--- src/rtl/imem_load_controller_if.sv ---
// Bundle of host load, CPU fetch and instruction memory signals for imem_load_controller.
// The slave modport is the controller's view; the master modport is the host/CPU/memory side.
interface imem_load_controller_if #(
    parameter int N  = 32,
    parameter int IM = 5
);
    logic          LoadValid;
    logic [N-1:0]  LoadData;
    logic          LoadLast;
    logic          LoadReady;
    logic          Reload;

    logic          FetchReq;
    logic [IM-1:0] FetchAddress;
    logic          FetchValid;
    logic [N-1:0]  FetchInstruction;
    logic          CpuStall;

    logic          MemWe;
    logic [IM-1:0] MemAddr;
    logic [N-1:0]  MemWData;
    logic [N-1:0]  MemRData;

    logic [IM:0]   WordCount;
    logic          OverflowErr;

    modport slave (
        input  LoadValid, LoadData, LoadLast, Reload,
        input  FetchReq, FetchAddress, MemRData,
        output LoadReady, FetchValid, FetchInstruction, CpuStall,
        output MemWe, MemAddr, MemWData, WordCount, OverflowErr
    );

    modport master (
        output LoadValid, LoadData, LoadLast, Reload,
        output FetchReq, FetchAddress, MemRData,
        input  LoadReady, FetchValid, FetchInstruction, CpuStall,
        input  MemWe, MemAddr, MemWData, WordCount, OverflowErr
    );
endinterface

--- src/rtl/imem_load_controller.sv ---
// Instruction memory load controller: streams a program into IMEM, then serves CPU fetches.
// Optional feature macro IMEM_ZERO_FILL_EN: zero-fill the unused tail of IMEM after a load.
module imem_load_controller #(
    parameter int N  = 32,
    parameter int IM = 5
) (
    input  logic                  clk,
    input  logic                  rst_n,
    imem_load_controller_if.slave bus
);

    localparam logic [IM-1:0] LAST_ADDR  = {IM{1'b1}};
    localparam logic [IM:0]   FULL_COUNT = {1'b1, {IM{1'b0}}};

    typedef enum logic [1:0] {
        LOAD  = 2'd0,
        FILL  = 2'd1,
        RUN   = 2'd2,
        DRAIN = 2'd3
    } state_t;

    state_t        r_state;
    state_t        w_next_state;
    logic [IM-1:0] r_ptr;
    logic [IM:0]   r_word_count;
    logic          r_overflow;
    logic          r_fetch_valid;
    logic [N-1:0]  r_fetch_instr;

    logic          w_load_hs;
    logic          w_fill_we;
    logic          w_fetch_take;
    logic          w_at_last;

    assign w_at_last = (r_ptr == LAST_ADDR);

    // NOTE: sequential state uses non-blocking (<=) so every flop samples pre-edge values.
    always_ff @(posedge clk or negedge rst_n) begin
        if (!rst_n) begin
            r_state <= LOAD;
        end else begin
            r_state <= w_next_state;
        end
    end

    // NOTE: every signal gets a default before the case, so no path leaves one unassigned (no latch).
    always_comb begin
        w_next_state = r_state;
        w_load_hs    = 1'b0;
        w_fill_we    = 1'b0;
        w_fetch_take = 1'b0;
        case (r_state)
            LOAD: begin
                w_load_hs = bus.LoadValid;
                if (w_load_hs) begin
                    if (bus.LoadLast) begin
`ifdef IMEM_ZERO_FILL_EN
                        w_next_state = w_at_last ? RUN : FILL;
`else
                        w_next_state = RUN;
`endif
                    end else if (w_at_last) begin
                        w_next_state = RUN;
                    end
                end
            end
            FILL: begin
                w_fill_we = 1'b1;
                if (w_at_last) begin
                    w_next_state = RUN;
                end
            end
            RUN: begin
                w_fetch_take = bus.FetchReq;
                if (bus.Reload) begin
                    w_next_state = DRAIN;
                end
            end
            DRAIN: begin
                w_next_state = LOAD;
            end
            default: begin
                w_next_state = LOAD;
            end
        endcase
    end

    always_ff @(posedge clk or negedge rst_n) begin
        if (!rst_n) begin
            r_ptr         <= '0;
            r_word_count  <= '0;
            r_overflow    <= 1'b0;
            r_fetch_valid <= 1'b0;
            r_fetch_instr <= '0;
        end else begin
            r_fetch_valid <= w_fetch_take;
            if (w_fetch_take) begin
                r_fetch_instr <= bus.MemRData;
            end

            if (w_load_hs || w_fill_we) begin
                r_ptr <= r_ptr + 1'b1;
            end
            if (w_load_hs && (r_word_count != FULL_COUNT)) begin
                r_word_count <= r_word_count + 1'b1;
            end
            // A full memory without an end marker means the program did not fit.
            if (w_load_hs && w_at_last && !bus.LoadLast) begin
                r_overflow <= 1'b1;
            end

            if (r_state == DRAIN) begin
                r_ptr        <= '0;
                r_word_count <= '0;
            end
        end
    end

    // NOTE: write strobes are gated by rst_n so a held LoadValid cannot write while reset is asserted.
    assign bus.LoadReady        = (r_state == LOAD);
    assign bus.CpuStall         = (r_state != RUN);
    assign bus.MemWe            = rst_n & (w_load_hs | w_fill_we);
    assign bus.MemAddr          = (r_state == RUN) ? bus.FetchAddress : r_ptr;
    assign bus.MemWData         = (rst_n && w_load_hs) ? bus.LoadData : '0;
    assign bus.FetchValid       = r_fetch_valid;
    assign bus.FetchInstruction = r_fetch_instr;
    assign bus.WordCount        = r_word_count;
    assign bus.OverflowErr      = r_overflow;

endmodule

--- src/flat_wrapper.sv ---
// flat-port wrapper written by rule: the top's interface ports become plain ports
module imem_load_controller_flat 
#(
    parameter int N  = 32,
    parameter int IM = 5
)
  (clk, rst_n, bus_LoadValid, bus_LoadData, bus_LoadLast, bus_Reload, bus_FetchReq, bus_FetchAddress, bus_MemRData, bus_LoadReady, bus_FetchValid, bus_FetchInstruction, bus_CpuStall, bus_MemWe, bus_MemAddr, bus_MemWData, bus_WordCount, bus_OverflowErr);
  imem_load_controller_if #(.N(N), .IM(IM)) bus_i ();
  input  logic clk;
  input  logic rst_n;
  input wire logic [$bits(bus_i.LoadValid)-1:0] bus_LoadValid;
  input wire logic [$bits(bus_i.LoadData)-1:0] bus_LoadData;
  input wire logic [$bits(bus_i.LoadLast)-1:0] bus_LoadLast;
  input wire logic [$bits(bus_i.Reload)-1:0] bus_Reload;
  input wire logic [$bits(bus_i.FetchReq)-1:0] bus_FetchReq;
  input wire logic [$bits(bus_i.FetchAddress)-1:0] bus_FetchAddress;
  input wire logic [$bits(bus_i.MemRData)-1:0] bus_MemRData;
  output wire logic [$bits(bus_i.LoadReady)-1:0] bus_LoadReady;
  output wire logic [$bits(bus_i.FetchValid)-1:0] bus_FetchValid;
  output wire logic [$bits(bus_i.FetchInstruction)-1:0] bus_FetchInstruction;
  output wire logic [$bits(bus_i.CpuStall)-1:0] bus_CpuStall;
  output wire logic [$bits(bus_i.MemWe)-1:0] bus_MemWe;
  output wire logic [$bits(bus_i.MemAddr)-1:0] bus_MemAddr;
  output wire logic [$bits(bus_i.MemWData)-1:0] bus_MemWData;
  output wire logic [$bits(bus_i.WordCount)-1:0] bus_WordCount;
  output wire logic [$bits(bus_i.OverflowErr)-1:0] bus_OverflowErr;
  assign bus_i.LoadValid = bus_LoadValid;
  assign bus_i.LoadData = bus_LoadData;
  assign bus_i.LoadLast = bus_LoadLast;
  assign bus_i.Reload = bus_Reload;
  assign bus_i.FetchReq = bus_FetchReq;
  assign bus_i.FetchAddress = bus_FetchAddress;
  assign bus_i.MemRData = bus_MemRData;
  assign bus_LoadReady = bus_i.LoadReady;
  assign bus_FetchValid = bus_i.FetchValid;
  assign bus_FetchInstruction = bus_i.FetchInstruction;
  assign bus_CpuStall = bus_i.CpuStall;
  assign bus_MemWe = bus_i.MemWe;
  assign bus_MemAddr = bus_i.MemAddr;
  assign bus_MemWData = bus_i.MemWData;
  assign bus_WordCount = bus_i.WordCount;
  assign bus_OverflowErr = bus_i.OverflowErr;
  imem_load_controller #(.N(N), .IM(IM)) u_core (.clk(clk), .rst_n(rst_n), .bus(bus_i));
endmodule
--- config.mk ---
export PLATFORM = sky130hd
export DESIGN_NAME = imem_load_controller_flat
export DESIGN_NICKNAME = d
export VERILOG_FILES = /design/src/rtl/imem_load_controller_if.sv /design/src/rtl/imem_load_controller.sv /design/src/flat_wrapper.sv
export SDC_FILE = /design/constraint.sdc
export NUM_CORES = 1
export LEC_CHECK = 0
export CORE_MARGIN = 10
export CORE_UTILIZATION = 33
export DETAILED_ROUTE_END_ITERATION = 10
export PLACE_DENSITY_LB_ADDON = 0.3
export SYNTH_ARGS = -nofsm -noshare
export SYNTH_HDL_FRONTEND = slang
export SYNTH_SLANG_ARGS = --single-unit
--- constraint.sdc ---
create_clock -name clk -period 1.52 [get_ports clk]
set_input_delay 0.228 -clock clk [delete_from_list [all_inputs] [get_ports clk]]
set_output_delay 0.228 -clock clk [all_outputs]
set_load 0.005 [all_outputs]
==> impl_metrics.tcl <==
set metrics [dict create \
    cp.required_ns 1.29 \
    startpoint "u_core.r_state[0]" \
    synth_cells 202 \
    grt_max_degree 48 \
    violations "negative setup slack" \
    grt_pass1_wl_um 13900 \
    total_power_w 0.00776 \
    multi_input_comb_area_um2 1310 \
    nets 470 \
    rrSetupSlack_ns -0.09 \
    crit_family "flip-flops" \
    antenna_found_initial 0 \
    grt_pass1_vias 2445 \
    max_freq_ghz 0.560 \
    worstSetupPathType "reg -> out" \
    yosysSeqAreaShare_pct 50.3 \
    worstPathCellList "buf_6, nor2b_4, buf_6, mux2_4, buf_6" \
    worst_pin_slew_ns 0.604 \
    slew_viol_final 0 \
    synth_top_family_by_area "multiplexers" \
    clk_path_buf_depth 2 \
    synth_top_area_share_pct 50.3 \
    htree_num_levels 2 \
    die_h_um 104 \
    status "finished with violations" \
    drive_gt1_share_pct 43.1 \
    fp-row-count 30 \
    dp_cells 463 \
    finalHoldViolCount 0 \
    yosys.area.top_type "dfrtp_1" \
    r2r.worst_path.cells 7 \
    core_um2 6830 \
    cpMaxStageDelayCell "dfrtp_1" \
    yosys.cell_types.count 37 \
    cts_tree "yes" \
    path_depth 5 \
    cp_max_fo 4 \
    grt_busiest_layer "met2" \
    clkLatencyLatePin_ns 0.30 \
    synth-main-ff-cell "dfrtp_1" \
    diodes 0 \
    clkTransAtPathRegs_ns 0.10 \
    clock-sinks 47 \
    drv.max_cap_violation_count 0 \
    start_util_pct 34.2 \
    die_w_um 104 \
    crit_buf_inv 3 \
    synth_common_cells "dfrtp_1 (47), mux2_2 (37), and2_1 (34)" \
    fin_crit_sh_pct 118 \
    drc 0 \
    die-area_um2 10900 \
    postLayoutCoreUtil_pct 70.1 \
    pin_count 155 \
    num-fill-cells 490 \
    synth-seq-cells 47 \
    synth_compound_area_share_pct 9.41 \
    synth_most_common_cell "dfrtp_1" \
    finalWorstPathRequiredPeriod_ns 1.79 \
    synth_nets 281 \
    areaGrowthSynthToFinish_pct 105 \
    avgSynthCellArea_um2 11.6 \
    async_flop_share_pct 100 \
    r2r-start "u_core.r_state[1]" \
    end_kind "primary output" \
    synth.area.mux_share_pct 19.1 \
    max-slew-margin-rel_pct 59.7 \
    reg2reg_to "u_core.bus.FetchInstruction[11]" \
    cpMostUsedCell "buf_6" \
    endpoint "bus_MemAddr[1]" \
    post_drt_wl_per_cell_um 18.8 \
    crit_arrival_ns 1.56 \
    drt_iter0_markers 80 \
    hold_class "in -> async" \
    synth_edf_count 0 \
    ant_nets 0 \
    drt_pass1_iterations 4 \
    final.setup.worst_slack_ns -0.267 \
    fin_skew_ns 0.00709 \
    rsz0062_at_grt "yes" \
    ys_warn_count 0 \
    met3_usage_pct 5.70 \
    drt_wl_total_um 9160 \
    leakagePower_nw 2.23 \
    root_buffer "clkbuf_8" \
    met2_usage_pct 30.0 \
    setup_viol 72 \
    vdd_drop_max_v 0.00114 \
    worstSetupStartpointType "register" \
    place_congestion 0.780 \
    numCtsBuffers 5 \
    use_met1_pct 16.7 \
    hpwl_um 6610 \
    synth-simple-area-share_pct 15.2 \
    vias_per_cell 4.66 \
    timing.setup.tns_ns -11.82 \
    cpPeakStageDelay_ns 0.43 \
    grt_usage_pct 15.9 \
    finalNonFillerCells 488 \
    synth-xor-area-share_pct 0 \
    synth_adder_area_share_pct 2.14 \
    power_density_nw_per_um2 1620 \
    dr_total_vias 2273 \
    port_buffers 154 \
    regArea_um2 1180 \
    synthTopCellsByArea "dfrtp_1 (50%), mux2_2 (18%), and2_1 (9.1%)" \
    synth_area_um2 2340 \
    fin_hold_ws_ns 0.161 \
    gr-total-overflow 0 \
]
[worst min path at each step]
stage,startpoint,to,slack (ns),cells past startpoint
floorplan,rst_n,u_core.bus.FetchInstruction[0],-0.07,0
global placement,u_core.bus.OverflowErr,u_core.bus.OverflowErr,0.45,1
detailed placement,u_core.bus.OverflowErr,u_core.bus.OverflowErr,0.46,1
CTS,rst_n,u_core.bus.FetchInstruction[13],0.18,3
global route,rst_n,u_core.bus.FetchInstruction[16],0.21,3
finish,rst_n,u_core.bus.FetchInstruction[1],0.16,3
[final cells by class]
| cell class | instances | area share, % |
|---|---|---|
| multi-input cells | 137 | 27.5 |
| well taps | 96 | 2.51 |
| repair buffers | 193 | 42.4 |
| clock inverters | 3 | 0.967 |
| clock buffers | 5 | 1.44 |
| inverters | 7 | 0.601 |
| flip-flops and latches | 47 | 24.6 |
[worst register-to-register path: cells and delay by family (launching register included)]
kind                   cells  cell delay (ns)
multiplexers               1             0.33
buffers and inverters      4             0.53
AND/OR/NAND/NOR            2             0.24
flip-flops                 1             0.41
[stage by stage]
step	worst slack, ns	cell area (um^2)
finish	-0.267	4790
global route	-0.339	4790
CTS	-0.331	4600
detailed placement	-0.473	4140
global placement	-0.438	4140
floorplan	0.0743	2340
[cell families (layout without fill, tap and decap cells)]
group           count (synthesis)  in the layout
compound gates                 30             30
fa+ha+maj                       4              4
buf+inv                        18            208
flops                          47             47
mux                            40             40
simple gates                   63             63
[repair_timing]
action                                  CTS  global route
setup buffers                            13             3
resized for setup                       222            68
pin swaps                                27            10
cloned                                    6             0
hold buffers                              0             0
endpoints found under the setup margin   76            77
[cell usage in the layout (no fill, tap or decap), types with 3 or more instances in the layout]
cell and instances:
buf_12 3, mux2_2 7, buf_4 23, o21ai_0 6, a22o_1 3, and2_4 32
nand3_1 3, clkbuf_8 5, buf_16 4, clkdlybuf4s50_1 113, inv_1 5, nand2_1 11
buf_6 46, ha_1 4, mux2_4 31, dfrtp_1 45
[metal layers]
metal | vias up | wire, um
li1 | 1089 | -
met3 | 5 | 687
met4 | 0 | 34
met2 | 76 | 5010
met5 | - | 0
met1 | 1103 | 3430
[registers in the layout (all words and copies together) (netlist names)]
name / flops
u_core.r_ptr: 5
u_core.bus.FetchValid: 1
u_core.bus.OverflowErr: 1
u_core.bus.FetchInstruction: 32
u_core.r_state: 2
u_core.bus.WordCount: 6
[power breakdown]
| part | total [W] | internal [W] | switching (W) |
|---|---|---|---|
| combinational | 0.00465 | 0.00308 | 0.00157 |
| sequential | 0.00216 | 0.00182 | 0.000341 |
| clock | 0.000955 | 0.000496 | 0.000459 |
No activity file was read; power rests on OpenSTA's default activity.
